$ cat config.mk
export PLATFORM = sky130hd
export DESIGN_NAME = bus_transfer_sequencer
export DESIGN_NICKNAME = d
export VERILOG_FILES = /design/src/rtl/bus_seq_pkg.sv /design/src/rtl/onehot_decoder.sv /design/src/rtl/bus_transfer_sequencer.sv
export SDC_FILE = /design/constraint.sdc
export NUM_CORES = 1
export LEC_CHECK = 0
export CORE_MARGIN = 2
export CORE_UTILIZATION = 30
export DETAILED_ROUTE_END_ITERATION = 7
export GPL_TIMING_DRIVEN = 0
export PLACE_DENSITY_LB_ADDON = 0.3
export RECOVER_POWER = 25
export SLEW_MARGIN = 25
export SYNTH_ARGS = -nofsm -noshare
export SYNTH_HDL_FRONTEND = slang
export SYNTH_SLANG_ARGS = --single-unit
$ cat constraint.sdc
create_clock -name clock -period 5.1 [get_ports clock]
set_input_delay 1.02 -clock clock [delete_from_list [all_inputs] [get_ports clock]]
set_output_delay 1.02 -clock clock [all_outputs]
set_load 0.005 [all_outputs]
$ cat src/rtl/bus_seq_pkg.sv
// Shared types and defaults for the bus transfer sequencer: control-step
// states, command op encodings and default field widths.
package bus_seq_pkg;

  typedef enum logic [2:0] {
    IDLE,
    MOVE,
    ALU_T1,
    ALU_T2,
    ALU_T3
  } seq_state_e;

  localparam logic OP_MOVE = 1'b0;
  localparam logic OP_ALU  = 1'b1;

  localparam int DEF_NUM_REGS = 16;
  localparam int DEF_IDX_W    = 4;
  localparam int DEF_ALU_OP_W = 4;

endpackage

$ cat src/rtl/onehot_decoder.sv
// Register index to one-hot select; indices beyond NUM_REGS give an all-zero
// vector and clear in_range.
module onehot_decoder #(
  parameter int NUM_REGS = 16,
  parameter int IDX_W    = 4
) (
  input  logic [IDX_W-1:0]    idx,
  output logic [NUM_REGS-1:0] onehot,
  output logic                in_range
);

  always_comb begin
    in_range = ({1'b0, idx} < NUM_REGS[IDX_W:0]);
    onehot   = '0;
    for (int i = 0; i < NUM_REGS; i++) begin
      onehot[i] = in_range && (idx == i[IDX_W-1:0]);
    end
  end

endmodule

$ cat src/rtl/bus_transfer_sequencer.sv
// Control-step sequencer for the shared 32-bit register bus: takes one MOVE or
// ALU command at a time and drives register selects, Y/Z controls and the ALU op.
module bus_transfer_sequencer
  import bus_seq_pkg::*;
#(
  parameter int NUM_REGS = DEF_NUM_REGS,
  parameter int IDX_W    = DEF_IDX_W,
  parameter int ALU_OP_W = DEF_ALU_OP_W
) (
  input  logic                clock,
  input  logic                clear_n,
  input  logic                cmd_valid,
  output logic                cmd_ready,
  input  logic                cmd_op,
  input  logic [IDX_W-1:0]    cmd_src_a,
  input  logic [IDX_W-1:0]    cmd_src_b,
  input  logic [IDX_W-1:0]    cmd_dst,
  input  logic [ALU_OP_W-1:0] cmd_alu,
  output logic [NUM_REGS-1:0] reg_out,
  output logic [NUM_REGS-1:0] reg_in,
  output logic                y_in,
  output logic                z_in,
  output logic                z_out,
  output logic [ALU_OP_W-1:0] alu_op,
  output logic                done,
  output logic                err
);

  seq_state_e          state, next_state;
  logic [IDX_W-1:0]    src_a_q, src_b_q, dst_q;
  logic [ALU_OP_W-1:0] alu_q;
  logic                bad_q;

  logic                accept;
  logic [IDX_W-1:0]    src_sel;
  logic [NUM_REGS-1:0] src_onehot, dst_onehot;
  logic                src_ok, dst_ok;

  assign cmd_ready = (state == IDLE);
  assign accept    = cmd_valid && cmd_ready;
  // Only ALU_T2 puts source B on the bus; every other bus-driving step uses A.
  assign src_sel   = (state == ALU_T2) ? src_b_q : src_a_q;

  onehot_decoder #(.NUM_REGS(NUM_REGS), .IDX_W(IDX_W)) u_src_dec (
    .idx      (src_sel),
    .onehot   (src_onehot),
    .in_range (src_ok)
  );

  onehot_decoder #(.NUM_REGS(NUM_REGS), .IDX_W(IDX_W)) u_dst_dec (
    .idx      (dst_q),
    .onehot   (dst_onehot),
    .in_range (dst_ok)
  );

  always_ff @(posedge clock or negedge clear_n) begin
    if (!clear_n) begin
      state   <= IDLE;
      src_a_q <= '0;
      src_b_q <= '0;
      dst_q   <= '0;
      alu_q   <= '0;
      bad_q   <= 1'b0;
    end else begin
      state <= next_state;
      if (accept) begin
        src_a_q <= cmd_src_a;
        src_b_q <= cmd_src_b;
        dst_q   <= cmd_dst;
        alu_q   <= cmd_alu;
        bad_q   <= 1'b0;
      end else if ((state == ALU_T1 || state == ALU_T2) && !src_ok) begin
        // Remember a bad ALU source until the final step reports it.
        bad_q <= 1'b1;
      end
    end
  end

  always_comb begin
    next_state = state;
    reg_out    = '0;
    reg_in     = '0;
    y_in       = 1'b0;
    z_in       = 1'b0;
    z_out      = 1'b0;
    alu_op     = '0;
    done       = 1'b0;
    err        = 1'b0;
    case (state)
      IDLE: begin
        if (accept) next_state = (cmd_op == OP_ALU) ? ALU_T1 : MOVE;
      end
      MOVE: begin
        reg_out    = src_onehot;
        reg_in     = dst_onehot;
        done       = 1'b1;
        err        = !src_ok || !dst_ok;
        next_state = IDLE;
      end
      ALU_T1: begin
        reg_out    = src_onehot;
        y_in       = 1'b1;
        next_state = ALU_T2;
      end
      ALU_T2: begin
        reg_out    = src_onehot;
        alu_op     = alu_q;
        z_in       = 1'b1;
        next_state = ALU_T3;
      end
      ALU_T3: begin
        z_out      = 1'b1;
        reg_in     = dst_onehot;
        done       = 1'b1;
        err        = bad_q || !dst_ok;
        next_state = IDLE;
      end
      default: next_state = IDLE;
    endcase
  end

endmodule
==> out/results.tsv, run 1 <==
stage	metric	value	unit
clocking	TritonCTS Buffers	3	
clocking	Clk Latency, worst-skew pair	0.25	ns
global_routing	first-pass GRT wire length	4.740	mm
synthesis	Synthesized Nets	150	
placement	DP HPWL	2.407	mm
route	number of vias per cell	4.779	
power	power density cells	496.9	mW/mm²
floorplanning	Die Area	0.004641	mm²
route	Post-DRT Antenna Nets	0	
global_routing	total global-route track usage	13.21	%
clocking	Clock Path Buffers	2	
route	residual DRC count	0	
critical_path	worst setup path startpoint	state[0]$_DFFE_PN0P_	
synthesis	Post-synth EDFFs	0	
route	DR WL/cell	12.52	µm
placement	placer congestion estimate	0.7099	
critical_path	RR Startpoint	state[0]$_DFFE_PN0P_	
power	VDD IR max	0.1982	mV
critical_path	Arrival @ worst endpoint	2.37	ns
worst_hold_path	hold_sp	alu_q[0]$_DFFE_PN0P_	
route	Initial DRT Pass Iterations	4	
global_routing	gr ovfl total	0	
synthesis	count leader, synth	nor3_1	
global_routing	largest net degree at the start of global routing	20	
timing	fin. max-slew vios	0	
timing	Least-Margin Pin Slew	0.8475	ns
synthesis	Avg Inst Size Synth	9.490	µm²
timing	Peak Freq	295.1	MHz
floorplanning	die width	68.13	µm
power	Pleak	0.0007587	µW
route	met3 wire length	199	µm
global_routing	initial antenna violation count	0	
synthesis	register area share after synthesis	38.54	%
clocking	Clock transition at path regs	0.07	ns
placement	dpl ws	2.022	ns
final_layout	Nets	215	
floorplanning	Initial Util	31.06	%
clocking	post-CTS sizing	0	
timing	final setup fails	0	
timing	RSZ-0062 raised after global routing	no	
critical_path	Crit path required time	4.08	ns
critical_path	CP Max Fanout	10	
timing	Slew HR	43.31	%
timing	post-layout min period	3.389	ns
clocking	TritonCTS clock tree	yes	
timing	TNS Setup	0	ns
synthesis	top cells by area, synth	dfrtp_1 39%, mux2_1 8.2%, nor3_1 8.1%, mux2_2 7.3%, nor2_1 4.6%	
clocking	CTS H-tree depth	1	
final_layout	area grow syn2layout	57.40	%
synthesis	prevailing post-synth register cell	dfrtp_1	
clocking	Post-CTS Hold Buffers	0	
route	wl on met1	1.329	mm
critical_path	critical path type	flip-flop to output port	
clocking	CTS sink cnt	19	
job	maxcap violations	0	
synthesis	Yosys top cell by area	dfrtp_1	
placement	Buffers on Ports	60	
synthesis	gate count of the mapped netlist	130	
worst_hold_path	Hold Path Class	flip-flop to flip-flop	
final_layout	layout cells sized above 1	12.37	%
final_layout	Antenna diodes	0	
clocking	setup repair bufs after CTS	0	
route	Initial DRC Count	27	
critical_path	Setup crit end kind	output port	
synthesis	Synth Warn #	0	
floorplanning	core footprint	0.003971	mm²
synthesis	Synth top area share	38.54	%
global_routing	vias in the first global route	1074	
route	via count	1166	
timing	final cycle utilization of the critical path	66.45	%
synthesis	Unique masters post-synth	30	
floorplanning	I/O pins	62	
critical_path	critical path launch point type	flip-flop	
status	outcome	finished, final reports clean	
timing	Final WS setup	1.711	ns
floorplanning	Die Y	68.13	µm
route	routed wl met2	1.527	mm
synthesis	fraction of registers with async set/reset	100.0	%
timing	Final Hold Fails	0	
timing	clk_skew	0.001201	ns
synthesis	Mapped Area	0.001234	mm²
clocking	CTS Root Cell	clkbuf_8	
route	top routing layer in use	met3	
synthesis	top cells by count, synth	20 x nor3_1, 19 x dfrtp_1, 15 x nor2_1	
synthesis	Yosys reg bits	19	
route	WL final	3.056	mm
floorplanning	site row count	23	
## critical path, stage by stage (launching register included)
cell             delay (ns)
dfrtp_1                0.32
buf_2                  0.17
clkbuf_1               0.37
a21oi_1                0.07
a211o_1                0.39
nor3_1                 0.26
clkdlybuf4s50_1        0.54
## layout by cell type, fill, tap and decap left out, drive strengths merged, types with 2 or more instances in the layout
| cell type | n |
|---|---|
| a211o | 2 |
| a21oi | 3 |
| and2 | 5 |
| and3b | 2 |
| buf | 8 |
| clkbuf | 4 |
| clkdlybuf4s50 | 58 |
| dfrtp | 19 |
| dlygate4sd3 | 2 |
| inv | 4 |
| mux2 | 18 |
| mux2i | 5 |
| nand2 | 4 |
| nand2b | 2 |
| nand4b | 2 |
| nor2 | 15 |
| nor2b | 5 |
| nor3 | 23 |
| nor3b | 2 |
| or4 | 2 |
## worst paths after layout
check	to	slack, ns	depth (start not counted)
setup / recovery	reg_out[13]	1.71	6
hold / removal	alu_q[0]$_DFFE_PN0P_	0.50	1
setup reg to reg	alu_q[3]$_DFFE_PN0P_	3.43	6
hold reg to reg	alu_q[0]$_DFFE_PN0P_	0.50	1
max in group asynchronous	src_a_q[2]$_DFFE_PN0P_	3.26	1
min in group asynchronous	state[2]$_DFFE_PN0P_	1.32	1
## routing by layer
| layer | vias up | track usage, % |
|---|---|---|
| met5 | - | 0 |
| met4 | 0 | 2.250 |
| met3 | 0 | 2.303 |
| met2 | 45 | 25.36 |
| met1 | 541 | 15.31 |
| li1 | 580 | - |
## kinds of logic after synthesis
logic type             share of synthesized area [%]
AO/OA/AOI/OAI                                  4.361
XOR/XNOR                                       1.420
buffers and inverters                          5.983
flip-flops                                     38.54
multiplexers                                   20.79
other                                         0.3040
AND/OR/NAND/NOR                                28.60
## metrics by stage
stage	utilization [%]	cells	cell area, µm²	power, µW	hold WS, ns
final	48.90	244	1942	964.8	0.5009
after global routing	48.90	244	1942	1048	0.5278
after CTS	48.93	244	1943	976.7	0.5020
after detailed placement	47.76	240	1897	869.4	0.4817
after global placement	47.76	240	1897	852.2	0.4631
after floorplan	-	130	1234	647.0	0.4489
## final cells by class
cell class	count	area, µm²
Inverter	4	15.01
Buffer	9	57.56
Tap cell	50	62.56
Sequential cell	19	475.5
Clock buffer	3	41.29
Timing Repair Buffer	60	600.6
Clock inverter	1	5.005
Fill cell	389	2029
Multi-Input combinational cell	98	684.4
## registers in the layout, indices dropped and copies added, names as in the netlist
signal	count
src_b_q	4
src_a_q	4
state	3
dst_q	4
alu_q	4
## report_power, final
part | internal, µW | total, µW | switching, µW
Sequential | 225 | 291 | 65.1
Combinational | 303 | 570 | 267
Clock | 54.2 | 104 | 49.8
Total | 583 | 965 | 382
Note: power is estimated with default switching activity, not from simulation.
==> run 2, diff against run 1 <==
==> constraint.sdc (replaced) <==
create_clock -name clock -period 3.3 [get_ports clock]
set_input_delay 0.66 -clock clock [delete_from_list [all_inputs] [get_ports clock]]
set_output_delay 0.66 -clock clock [all_outputs]
set_load 0.005 [all_outputs]
==> results of run 2 <==
The final DEF is identical to that of run 1. Status: finished, final reports clean.
Main changes from that run: setup slack after placement 2.022 ns -> 0.5825 ns; setup slack after layout 1.711 ns -> 0.2708 ns; register-to-register setup slack 3.43 ns -> 1.63 ns; total power 964.8 µW -> 1491 µW; worst IR drop on VDD 0.1982 mV -> 0.3063 mV
